### src/rtl/sbu_stream_rr_arbiter.sv
// sbu_stream_rr_arbiter
// Packet-granular round-robin merge of two AXI4-Stream sources (s0, s1) onto a
// single registered egress port (m). A grant is held from the first beat of a
// packet through its tlast beat; the other source is ignored meanwhile.
// Per-source accepted-packet counters are exported; they wrap at 2^CNT_W.
//
// Optional build macro: FW_ARB_DROP_EN
//   When defined, an s0 packet whose first beat carries tuser[0]=0 (firewall
//   verdict "drop") is swallowed: s0 is held ready for the whole packet, no
//   beat reaches m, and drop_cnt0 counts it. When undefined, tuser is only
//   passed through and drop_cnt0 reads 0.
//
// state | meaning
// ------+-------------------------------------------------------------
// IDLE  | no packet in flight; arbitrate between s0 and s1 on a first beat
// PKT0  | s0 holds the grant until its tlast beat is accepted
// PKT1  | s1 holds the grant until its tlast beat is accepted
// DROP0 | (FW_ARB_DROP_EN only) s0 packet being discarded through tlast

module sbu_stream_rr_arbiter #(
    parameter int DATA_W = 256,
    parameter int USER_W = 12,
    parameter int ID_W   = 3,
    parameter int CNT_W  = 32
) (
    input  logic                mlx2sbu_clk,
    input  logic                mlx2sbu_reset,

    input  logic                s0_axi4stream_vld,
    output logic                s0_axi4stream_rdy,
    input  logic [DATA_W-1:0]   s0_axi4stream_tdata,
    input  logic [DATA_W/8-1:0] s0_axi4stream_tkeep,
    input  logic                s0_axi4stream_tlast,
    input  logic [USER_W-1:0]   s0_axi4stream_tuser,
    input  logic [ID_W-1:0]     s0_axi4stream_tid,

    input  logic                s1_axi4stream_vld,
    output logic                s1_axi4stream_rdy,
    input  logic [DATA_W-1:0]   s1_axi4stream_tdata,
    input  logic [DATA_W/8-1:0] s1_axi4stream_tkeep,
    input  logic                s1_axi4stream_tlast,
    input  logic [USER_W-1:0]   s1_axi4stream_tuser,
    input  logic [ID_W-1:0]     s1_axi4stream_tid,

    output logic                m_axi4stream_vld,
    input  logic                m_axi4stream_rdy,
    output logic [DATA_W-1:0]   m_axi4stream_tdata,
    output logic [DATA_W/8-1:0] m_axi4stream_tkeep,
    output logic                m_axi4stream_tlast,
    output logic [USER_W-1:0]   m_axi4stream_tuser,
    output logic [ID_W-1:0]     m_axi4stream_tid,

    output logic [CNT_W-1:0]    pkt_cnt0,
    output logic [CNT_W-1:0]    pkt_cnt1,
    output logic [CNT_W-1:0]    drop_cnt0
);

    localparam int KEEP_W = DATA_W / 8;
    localparam logic [CNT_W-1:0] CNT_ONE = {{(CNT_W-1){1'b0}}, 1'b1};

    localparam logic [1:0] ST_IDLE  = 2'd0;
    localparam logic [1:0] ST_PKT0  = 2'd1;
    localparam logic [1:0] ST_PKT1  = 2'd2;
`ifdef FW_ARB_DROP_EN
    localparam logic [1:0] ST_DROP0 = 2'd3;
`endif

    logic [1:0]        state_q;
    logic [1:0]        state_d;
    logic              last_grant_q;
    logic              last_grant_d;

    logic              sel0;
    logic              sel1;
    logic              slot_free;
    logic              drop_path;
    logic              acc0;
    logic              acc1;
    logic              fwd0;
    logic              load;

    logic              m_vld_q;
    logic [DATA_W-1:0] m_tdata_q;
    logic [KEEP_W-1:0] m_tkeep_q;
    logic              m_tlast_q;
    logic [USER_W-1:0] m_tuser_q;
    logic [ID_W-1:0]   m_tid_q;

    logic [CNT_W-1:0]  pkt_cnt0_q;
    logic [CNT_W-1:0]  pkt_cnt1_q;

    // The output register can take a beat when empty or when it drains this cycle.
    assign slot_free = ~m_vld_q | m_axi4stream_rdy;

    // Source selection: round-robin on a first beat, locked to the owner mid-packet.
    always_comb begin
        sel0 = 1'b0;
        sel1 = 1'b0;
        case (state_q)
            ST_IDLE: begin
                if (s0_axi4stream_vld && s1_axi4stream_vld) begin
                    // Tie goes to whichever source did not finish the last packet.
                    sel0 = last_grant_q;
                    sel1 = ~last_grant_q;
                end else begin
                    sel0 = s0_axi4stream_vld;
                    sel1 = s1_axi4stream_vld;
                end
            end
            ST_PKT0: sel0 = 1'b1;
            ST_PKT1: sel1 = 1'b1;
`ifdef FW_ARB_DROP_EN
            ST_DROP0: sel0 = 1'b1;
`endif
            default: begin
                sel0 = 1'b0;
                sel1 = 1'b0;
            end
        endcase
    end

`ifdef FW_ARB_DROP_EN
    // Only the first beat's verdict matters; once in DROP0 the whole packet is discarded.
    assign drop_path = (state_q == ST_DROP0) |
                       ((state_q == ST_IDLE) & sel0 & ~s0_axi4stream_tuser[0]);
`else
    assign drop_path = 1'b0;
`endif

    // Discarded beats never touch the output register, so they ignore slot_free.
    assign s0_axi4stream_rdy = drop_path | (slot_free & sel0);
    assign s1_axi4stream_rdy = slot_free & sel1;

    assign acc0 = s0_axi4stream_vld & s0_axi4stream_rdy;
    assign acc1 = s1_axi4stream_vld & s1_axi4stream_rdy;
    assign fwd0 = acc0 & ~drop_path;
    assign load = fwd0 | acc1;

    // Next-state and round-robin pointer update, driven only by accepted beats.
    always_comb begin
        state_d      = state_q;
        last_grant_d = last_grant_q;
        case (state_q)
            ST_IDLE: begin
                if (acc0) begin
`ifdef FW_ARB_DROP_EN
                    if (drop_path) begin
                        state_d = s0_axi4stream_tlast ? ST_IDLE : ST_DROP0;
                    end else begin
                        state_d = s0_axi4stream_tlast ? ST_IDLE : ST_PKT0;
                    end
`else
                    state_d = s0_axi4stream_tlast ? ST_IDLE : ST_PKT0;
`endif
                end else if (acc1) begin
                    state_d = s1_axi4stream_tlast ? ST_IDLE : ST_PKT1;
                end
            end
            ST_PKT0: begin
                if (acc0 && s0_axi4stream_tlast) begin
                    state_d = ST_IDLE;
                end
            end
            ST_PKT1: begin
                if (acc1 && s1_axi4stream_tlast) begin
                    state_d = ST_IDLE;
                end
            end
`ifdef FW_ARB_DROP_EN
            ST_DROP0: begin
                if (acc0 && s0_axi4stream_tlast) begin
                    state_d = ST_IDLE;
                end
            end
`endif
            default: state_d = ST_IDLE;
        endcase

        if (acc0 && s0_axi4stream_tlast) begin
            last_grant_d = 1'b0;
        end else if (acc1 && s1_axi4stream_tlast) begin
            last_grant_d = 1'b1;
        end
    end

    // State register; last_grant resets to 1 so s0 wins the first tie.
    always_ff @(posedge mlx2sbu_clk) begin
        if (mlx2sbu_reset) begin
            state_q      <= ST_IDLE;
            last_grant_q <= 1'b1;
        end else begin
            state_q      <= state_d;
            last_grant_q <= last_grant_d;
        end
    end

    // Egress register: load on every forwarded beat, clear valid only when drained idle.
    always_ff @(posedge mlx2sbu_clk) begin
        if (mlx2sbu_reset) begin
            m_vld_q   <= 1'b0;
            m_tdata_q <= '0;
            m_tkeep_q <= '0;
            m_tlast_q <= 1'b0;
            m_tuser_q <= '0;
            m_tid_q   <= '0;
        end else if (load) begin
            m_vld_q <= 1'b1;
            if (acc1) begin
                m_tdata_q <= s1_axi4stream_tdata;
                m_tkeep_q <= s1_axi4stream_tkeep;
                m_tlast_q <= s1_axi4stream_tlast;
                m_tuser_q <= s1_axi4stream_tuser;
                m_tid_q   <= s1_axi4stream_tid;
            end else begin
                m_tdata_q <= s0_axi4stream_tdata;
                m_tkeep_q <= s0_axi4stream_tkeep;
                m_tlast_q <= s0_axi4stream_tlast;
                m_tuser_q <= s0_axi4stream_tuser;
                m_tid_q   <= s0_axi4stream_tid;
            end
        end else if (m_axi4stream_rdy) begin
            m_vld_q <= 1'b0;
        end
    end

    assign m_axi4stream_vld   = m_vld_q;
    assign m_axi4stream_tdata = m_tdata_q;
    assign m_axi4stream_tkeep = m_tkeep_q;
    assign m_axi4stream_tlast = m_tlast_q;
    assign m_axi4stream_tuser = m_tuser_q;
    assign m_axi4stream_tid   = m_tid_q;

    // Forwarded-packet counters, bumped on the accepted tlast beat; free-running wrap.
    always_ff @(posedge mlx2sbu_clk) begin
        if (mlx2sbu_reset) begin
            pkt_cnt0_q <= '0;
            pkt_cnt1_q <= '0;
        end else begin
            if (fwd0 && s0_axi4stream_tlast) begin
                pkt_cnt0_q <= pkt_cnt0_q + CNT_ONE;
            end
            if (acc1 && s1_axi4stream_tlast) begin
                pkt_cnt1_q <= pkt_cnt1_q + CNT_ONE;
            end
        end
    end

    assign pkt_cnt0 = pkt_cnt0_q;
    assign pkt_cnt1 = pkt_cnt1_q;

`ifdef FW_ARB_DROP_EN
    logic [CNT_W-1:0] drop_cnt0_q;

    // Discarded-packet counter, bumped when the dropped packet's tlast is swallowed.
    always_ff @(posedge mlx2sbu_clk) begin
        if (mlx2sbu_reset) begin
            drop_cnt0_q <= '0;
        end else if (acc0 && drop_path && s0_axi4stream_tlast) begin
            drop_cnt0_q <= drop_cnt0_q + CNT_ONE;
        end
    end

    assign drop_cnt0 = drop_cnt0_q;
`else
    assign drop_cnt0 = '0;
`endif

endmodule

### config.mk
export PLATFORM = sky130hd
export DESIGN_NAME = sbu_stream_rr_arbiter
export DESIGN_NICKNAME = d
export VERILOG_FILES = /design/src/rtl/sbu_stream_rr_arbiter.sv
export SDC_FILE = /design/constraint.sdc
export NUM_CORES = 1
export LEC_CHECK = 0
export BUFFER_PORTS_ARGS = -buffer_cell sky130_fd_sc_hd__buf_2
export CAP_MARGIN = 20
export CORE_AREA = 2 2 395 397
export DETAILED_ROUTE_END_ITERATION = 8
export DIE_AREA = 0 0 397 399
export GPL_TIMING_DRIVEN = 0
export PLACE_DENSITY = 0.3
export REMOVE_ABC_BUFFERS = 1
export SLEW_MARGIN = 20
export SYNTH_ARGS = -nofsm -noshare
export SYNTH_HDL_FRONTEND = slang
export SYNTH_SLANG_ARGS = --single-unit
### constraint.sdc
create_clock -name mlx2sbu_clk -period 1.9 [get_ports mlx2sbu_clk]
set_clock_uncertainty 0.05 [all_clocks]
set_input_delay 0.38 -clock mlx2sbu_clk [delete_from_list [all_inputs] [get_ports mlx2sbu_clk]]
set_output_delay 0.38 -clock mlx2sbu_clk [all_outputs]
set_load 0.01 [all_outputs]
---- Word-level counts from Yosys, hierarchy flattened ----
Cells that the tools add are included.
W data, S select, Z words.
operators by class
  add/sub/neg operators ................... 2
  eq/ne operators ......................... 5
  multiplexer cells ....................... 20
  bitwise gates (word level) .............. 8
  reductions and logical operators ........ 7
operators with widths
  cell                     number
  $mux W256                1
  $add A32 B1 Y32 const B  2
  $mux W32                 1
  $mux W12                 1
  $mux W2                  5
  $mux W1                  8
  $pmux W2 S3              1
  $and A1 B1 Y1            4
  $ne A2 B2 Y1 const B     2
  $pmux W1 S2              2
  $reduce_bool A2 Y1       2
  $logic_and A1 B1 Y1      3
  $mux W3                  1
  $ne A3 B3 Y1 const B     1
  $reduce_and A3 Y1        1
  $eq A2 B1 Y1 const B     1
  $eq A2 B2 Y1 const B     1
  $logic_not A2 Y1         1
  $not A1 Y1               2
  $or A1 B1 Y1             2
word-level totals
  bits in registers ....................... 372
  input bits .............................. 613
  output and inout bits ................... 403
  word-level logic and storage cells ...... 52

---- Depth between registers and ports, before layout ----
Gate-level depths: netlist of the first run.
  depth in word-level cells ............... 8
  gate-level depth with buffers ........... 10
  depth with buffers taken out ............ 6

---- Worst setup path before layout of the first run ----
Ideal clock, no wire load.
  path type ............................... reg-to-reg
  start point ............................. reg pkt_cnt1_q[2], in the netlist pkt_cnt1[2]
  end point ............................... reg pkt_cnt1_q[26], in the netlist pkt_cnt1[26]
  library setup time ...................... 0.070 ns
  arrival ................................. 1.915 ns
  data required time ...................... 1.780 ns
  setup slack ............................. -0.135 ns
  cell stages (with the launch flop) ...... 7
  buffers on the path ..................... 1
  clock period less this slack ............ 2.035 ns
  cells stage by stage .................... dfxtp_1 -> and4_4 -> nand3_4 -> or3_4 -> buf_6 -> or4_1 -> a21oi_1
between the ends
  cells in the longest elaborated chain, start to end .. 1
ends and longest elaborated chain
  what                      RTL line  text
  start: declaration        90        logic [CNT_W-1:0] pkt_cnt1_q;
  start signal: assignment  243       pkt_cnt1_q <= pkt_cnt1_q + CNT_ONE;
  $add A32 B1 Y32           243
No other way between the ends.
A chain may end at the register's enable or synchronous reset.

---- Final worst setup path of the first run ----
  start point ............................. reg state_q[1]
  end point ............................... reg m_tdata_q[140], in the netlist m_axi4stream_tdata[140]
between the ends
  cells in the longest elaborated chain, start to end .. 5
  elaborated cells between the ends (all ways) .. 11
  those cells by class .................... 2 x eq/ne; 3 x mux; 5 x bitwise; 1 x reduce/logical
ends and longest elaborated chain
  what                                              RTL line  text
  start: declaration                                68        logic [1:0] state_q;
  start signal: assignment                          192       state_q <= state_d;
  $eq A2 B2 Y1, or another cell as far along        99        case (state_q)
  $pmux W1 S2                                       99
  $and A1 B1 Y1 (on tied branches)                  132, 131
  $and A1 B1 Y1 (on tied branches)                  135, 134
  $mux W256 / $or A1 B1 Y1 (equally long branches)  208, 137
  end signal: assignment                            209       m_tdata_q <= s1_axi4stream_tdata;
  end signal: assignment                            215       m_tdata_q <= s0_axi4stream_tdata;
  end: declaration                                  83        logic [DATA_W-1:0] m_tdata_q;
Several ways; a longest one is shown, not always the timed one.

==> flow_summary.json, run 1 <==
{
  "yosys.area_share.simple": 0.268,
  "die-area_mm2": 0.158,
  "clock-root-buffer": "clkbuf_16",
  "hold_violations": 0,
  "synth_area_leader_cell": "dfxtp_1",
  "final.setup.worst_slack_ps": -424,
  "comb_power_share": 0.340,
  "worstPathMaxFanout": 10,
  "grt_pass1_vias": 22507,
  "finalMaxSlewViolations": 0,
  "routabilityCongestion": 0.832,
  "cellInternalPower_w": 0.0196,
  "fillers": 17068,
  "first_iter_violations": 1156,
  "ys.flop_type": "dfxtp_1",
  "routed_wl_um": 131000,
  "max_freq_mhz": 430,
  "wl_per_cell_um": 22.5,
  "synth_top_area_frac": 0.446,
  "nets": 4364,
  "ir_drop_v": 0.000564,
  "final_core_util": 0.236,
  "cp_num_buf_inv": 10,
  "seqPwrFrac": 0.316,
  "antenna_found_initial": 50,
  "grt_pass1_wl_um": 166000,
  "cp-end-kind": "flip-flop",
  "design.core.area_mm2": 0.154,
  "period_needed_ps": 2320,
  "violations": "setup timing",
  "synthesis.instances": 2114,
  "num_vias": 22855,
  "path_cells": "o2111ai_4 -> clkbuf_16 -> buf_12 -> buf_16 -> buf_16 -> buf_16 -> buf_16 -> buf_16 -> buf_16 -> buf_12 -> clkbuf_16 -> a311oi_2",
  "drc_errors": 0,
  "area.growth.synth_to_final_pct": 117,
  "hold_slack_ps": 68.2,
  "cp_slowest_stage_delay_ps": 440,
  "ys_seq_elements": 372,
  "yosysWarnings": 0,
  "ant_nets": 0,
  "cp.required_ps": 2370,
  "layout_commonest_cell": "buf_2",
  "startpoint_type": "flip-flop",
  "drt-vias-per-instance": 3.91,
  "synth_compound_area_frac": 0.183,
  "p_per_area_mw_per_mm2": 809,
  "clock_sinks": 372,
  "async_flop_share": 0,
  "slowest_stage": "dfxtp_4",
  "port_buffers": 983,
  "yosysUniqueCellTypes": 52,
  "syn_area_mm2": 0.0167,
  "cts_max_level": 2,
  "io_pins": 1016,
  "die_h_um": 399,
  "p_sw_frac": 0.334,
  "mostFrequentLayoutCells": "981 x buf_2, 552 x nand2_1, 545 x dlygate4sd3_1, 355 x dfxtp_1, 305 x nor2_1",
  "track_usage": 0.144,
  "min_path_type": "in -> reg",
  "start_util": 0.109,
  "grt_max_degree": 96,
  "p_leak_nw": 15.6,
  "place_ws_ps": -1700,
  "synth_top_family_by_area": "simple AND/OR/NAND/NOR gates",
  "slew_headroom": 0.569,
  "fp.dieW_um": 397,
  "crit_type": "reg -> reg",
  "worstSkewPairLatency_ps": 610,
  "p_sw_w": 0.00980,
  "row_count": 144,
  "cts_buffer_depth": 3,
  "status": "finished, violations left",
  "fin_crit_sh": 1.22,
  "drive_gt1_frac": 0.419,
  "power_frac_clock": 0.344,
  "setup-violations-final": 304,
  "cts_made_buffers": 53,
  "synth-adder-area-share": 0.00150,
  "critical_path.top_delay_family": "buffers and inverters",
  "arrival_ps": 2800,
  "seq_area_frac_synth": 0.446,
  "drv_cap": 0,
  "synthXorXnorAreaFrac": 0.0204,
  "synth_area_leaders": "dfxtp_1 45%, a311oi_1 15%, nand2_1 14%",
  "synth-edff-count": 0,
  "tightest_slew_ps": 646,
  "first_pass_iters": 5,
  "syn_area_per_cell_um2": 7.91,
  "grt_overflow": 0,
  "final_cell_area_mm2": 0.0363,
  "dp_hpwl_um": 81400,
  "clk_pin_slew_ps": 60,
  "tritoncts": "built",
  "rsz0062_at_grt": "true",
  "crit_path_frequent_cell": "buf_16",
  "post_dp_cell_area_mm2": 0.0242,
  "synth_mux_area_frac": 0.00135
}
cell type report:
type                    count  area (um^2)  area share
repair buffers           1766        15000       0.413
multi-input cells        1540         9500       0.262
flip-flops and latches    372         7470       0.206
well taps                2044         2560      0.0705
clock buffers              83         1560      0.0430
clock inverters             9          120     0.00331
inverters                  16         60.1     0.00165
diodes                     19         47.5     0.00131
metal layers:
metal	vias to the layer above	GRT usage	part of all wire
met1	11063	0.180	0.43
li1	10699	-	-
met4	6	0.0595	0.034
met5	-	0	0.00030
met3	198	0.0392	0.066
met2	889	0.233	0.47
synthesized netlist by cell type (16+ instances only):
cell type / n
a21oi_1: 24
a311oi_1: 294
buf_2: 26
buf_4: 38
buf_6: 36
clkbuf_1: 119
dfxtp_1: 372
inv_1: 16
nand2_1: 627
nand3_1: 22
nand4_1: 19
nor2_1: 351
nor4_1: 16
xnor2_1: 29
kinds of logic after synthesis:
logic type      count (synthesis)
buf+inv                       236
compound gates                360
mux                             2
other cells                     1
simple gates                 1102
fa+ha+maj                       2
flops                         372
xor+xnor                       39
registers in the layout, summed over array words and instances (netlist names):
register,count
m_axi4stream_tdata,256
m_axi4stream_tkeep,32
pkt_cnt0,32
pkt_cnt1,32
m_axi4stream_tuser,12
m_axi4stream_tid,3
state_q,2
last_grant_q,1
m_axi4stream_tlast,1
m_axi4stream_vld,1
timing repair:
action / in CTS / in global routing
hold buffers: 544 / 1
pin swaps: 17 / 185
resized for setup: 123 / 321
hold endpoints to repair: 316 / 1
gates cloned: 45 / 48
setup endpoints to repair: 364 / 351
buffers inserted: 69 / 42
worst min-delay path, stage by stage:
cell and delay (ps):
buf_2 130, nor2_1 110, a311oi_1 60
path summary, 6_finish.rpt:
kind	from	cells past startpoint	slack (ps)	end
max	state_q[1]	12	-420	m_axi4stream_tdata[140]
min	s1_axi4stream_tdata[16]	3	70	m_axi4stream_tdata[16]
max reg2reg	state_q[1]	12	-420	m_axi4stream_tdata[140]
min reg2reg	state_q[0]	1	420	state_q[1]
metrics by stage:
stage,cells,setup TNS (ps),power [W]
after floorplan,1925,-3534900,0.0123
after global placement,4952,-6867770,0.0141
after detailed placement,4994,-407550,0.0152
after CTS,5743,-87880,0.0284
after global routing,5847,-92720,0.0308
final,5849,-66430,0.0294
power groups by stage:
stage | clock [W] | combinational, W | sequential, W
2_1_floorplan | 0 | 0.00266 | 0.00968
3_3_place_gp | 0 | 0.00504 | 0.00908
3_5_place_dp | 0 | 0.00585 | 0.00938
4_1_cts | 0.0105 | 0.00860 | 0.00924
5_1_grt | 0.0108 | 0.0106 | 0.00937
6_report | 0.0101 | 0.00997 | 0.00928
No activity file was read; power rests on OpenSTA's default activity.
==> run 2: changes to the inputs <==
--- a/config.mk
+++ b/config.mk
@@ -7,11 +7,13 @@
 export LEC_CHECK = 0
 export BUFFER_PORTS_ARGS = -buffer_cell sky130_fd_sc_hd__buf_2
 export CAP_MARGIN = 20
-export CORE_AREA = 2 2 395 397
+export CELL_PAD_IN_SITES_DETAIL_PLACEMENT = 0
+export CELL_PAD_IN_SITES_GLOBAL_PLACEMENT = 2
+export CORE_AREA = 2 2 392 394
 export DETAILED_ROUTE_END_ITERATION = 8
-export DIE_AREA = 0 0 397 399
+export DIE_AREA = 0 0 394 396
 export GPL_TIMING_DRIVEN = 0
-export PLACE_DENSITY = 0.3
+export PLACE_DENSITY = 0.45
 export REMOVE_ABC_BUFFERS = 1
 export SLEW_MARGIN = 20
 export SYNTH_ARGS = -nofsm -noshare
==> flow_summary.json, run 2 (same netlist as run 1, synthesis figures left out) <==
{
  "status": "finished, violations left",
  "violations": "setup timing",
  "p_sw_w": 0.0105,
  "grt_max_degree": 95,
  "met1_usage": 0.192,
  "ff2ff_path_depth": 11,
  "clock_sinks": 372,
  "cellInternalPower_w": 0.0207,
  "mostFrequentLayoutCells": "982 x buf_2, 549 x dlygate4sd3_1, 503 x nand2_1, 362 x dfxtp_1, 280 x nor2_1",
  "worstPathMaxFanout": 7,
  "place_ws_ps": -2000,
  "final_cells": 5890,
  "row_count": 143,
  "fp.dieW_um": 394,
  "period_needed_ps": 2180,
  "setup-violations-final": 315,
  "grt_pass1_wl_um": 176000,
  "min_path_type": "in -> reg",
  "final.setup.worst_slack_ps": -284,
  "grt_overflow": 0,
  "die-area_mm2": 0.156,
  "crit_end": "m_axi4stream_tdata[155]",
  "clk_pin_slew_ps": 50,
  "grt_pass1_vias": 23006,
  "cp.required_ps": 2340,
  "clock-root-buffer": "clkbuf_16",
  "cts_made_buffers": 55,
  "track_usage": 0.155,
  "startpoint_type": "flip-flop",
  "drv_cap": 0,
  "final_cell_area_mm2": 0.0382,
  "finalMaxSlewViolations": 0,
  "fin_crit_sh": 1.15,
  "p_leak_nw": 16.4,
  "slew_headroom": 0.483,
  "reg2reg_setup_slack_ps": -280,
  "drt-vias-per-instance": 3.91,
  "routed_wl_um": 139000,
  "p_sw_frac": 0.337,
  "antenna_found_initial": 41,
  "ir_drop_v": 0.000652,
  "r2r-end": "m_axi4stream_tdata[155]",
  "comb_power_share": 0.355,
  "wl_per_cell_um": 23.6,
  "start_util": 0.110,
  "rsz0062_at_grt": "true",
  "tritoncts": "built",
  "die_h_um": 396,
  "first_pass_iters": 4,
  "post_dp_cell_area_mm2": 0.0242,
  "worstSkewPairLatency_ps": 630,
  "r2r_start": "last_grant_q",
  "ant_nets": 0,
  "use_met2": 0.266,
  "arrival_ps": 2630,
  "max_freq_mhz": 458,
  "p_per_area_mw_per_mm2": 819,
  "crit_start": "last_grant_q",
  "area.growth.synth_to_final_pct": 128,
  "cp-end-kind": "flip-flop",
  "drc_errors": 0,
  "design.core.area_mm2": 0.152,
  "seqPwrFrac": 0.296,
  "cts_buffer_depth": 3,
  "drive_gt1_frac": 0.453,
  "dp_hpwl_um": 85900,
  "crit_type": "reg -> reg",
  "layout_commonest_cell": "buf_2",
  "largest_reg_flops": 256,
  "finalPower_w": 0.0313,
  "routabilityCongestion": 0.817,
  "cts_max_level": 2,
  "first_iter_violations": 1097,
  "nets": 4423,
  "use_met3": 0.0402,
  "io_pins": 1016,
  "top_usage_layer": "met2",
  "final_core_util": 0.252,
  "placedCellCount": 4981,
  "num_vias": 23058,
  "hold_violations": 0,
  "power_frac_clock": 0.349,
  "tightest_slew_ps": 773,
  "port_buffers": 983
}
-- run 2: repair_timing --
action,4_1_cts,5_1_grt
hold endpoints to repair,302,2
gates resized for setup,169,500
setup buffers,91,54
hold buffers,547,2
endpoints found under the setup margin,362,359
gates cloned,52,66
pin swaps,34,254
-- run 2: through the flow --
stage,hold slack [ps],TNS (ps)
final,34.8,-53040
after global routing,1.91,-81280
after CTS,0.296,-98650
after detailed placement,415,-444970
after global placement,414,-7078090
after floorplan,388,-3534900
-- run 2: per-layer routing --
metal  wire (um)  share of wire
met1       60300           0.43
met4        3480          0.025
met3        8530          0.061
met2       66800           0.48
met5          28        0.00020
-- run 2: power groups by stage --
stage	logic [W]	registers (W)	clock network (W)
floorplan	0.00266	0.00968	0
CTS	0.00908	0.00921	0.0113
detailed placement	0.00599	0.00936	0
finish	0.0111	0.00925	0.0109
global placement	0.00508	0.00903	0
global route	0.0117	0.00934	0.0116
-- run 2: how the worst min path moves through the flow --
stage	end	cells past startpoint	start	slack, ps
floorplan	state_q[1]	1	state_q[0]	390
global route	m_axi4stream_tkeep[3]	3	s1_axi4stream_tkeep[3]	2
finish	m_axi4stream_tdata[104]	3	s0_axi4stream_tdata[104]	30
detailed placement	m_axi4stream_tdata[248]	2	m_axi4stream_tdata[248]	420
CTS	m_axi4stream_tdata[39]	3	s1_axi4stream_tdata[39]	0.3
global placement	m_axi4stream_tdata[152]	2	m_axi4stream_tdata[152]	410
-- run 2: final cells by class --
| cell class | count | area (um^2) |
|---|---|---|
| Timing Repair Buffer | 1822 | 16100 |
| Multi-Input combinational cell | 1541 | 10100 |
| Inverter | 16 | 62.6 |
| Fill cell | 16783 | 113000 |
| Antenna cell | 9 | 22.5 |
| Tap cell | 2030 | 2540 |
| Clock inverter | 9 | 101 |
| Clock buffer | 91 | 1750 |
| Sequential cell | 372 | 7470 |
-- run 2: worst max-delay path, stage by stage, from the launching register on --
cell,delay (ps)
dfxtp_4,370
nand2_4,70
o2111ai_4,150
clkbuf_16,190
buf_16,120
buf_16,130
buf_16,130
buf_16,130
buf_16,140
buf_16,150
nor2_1,300
a311oi_2,90
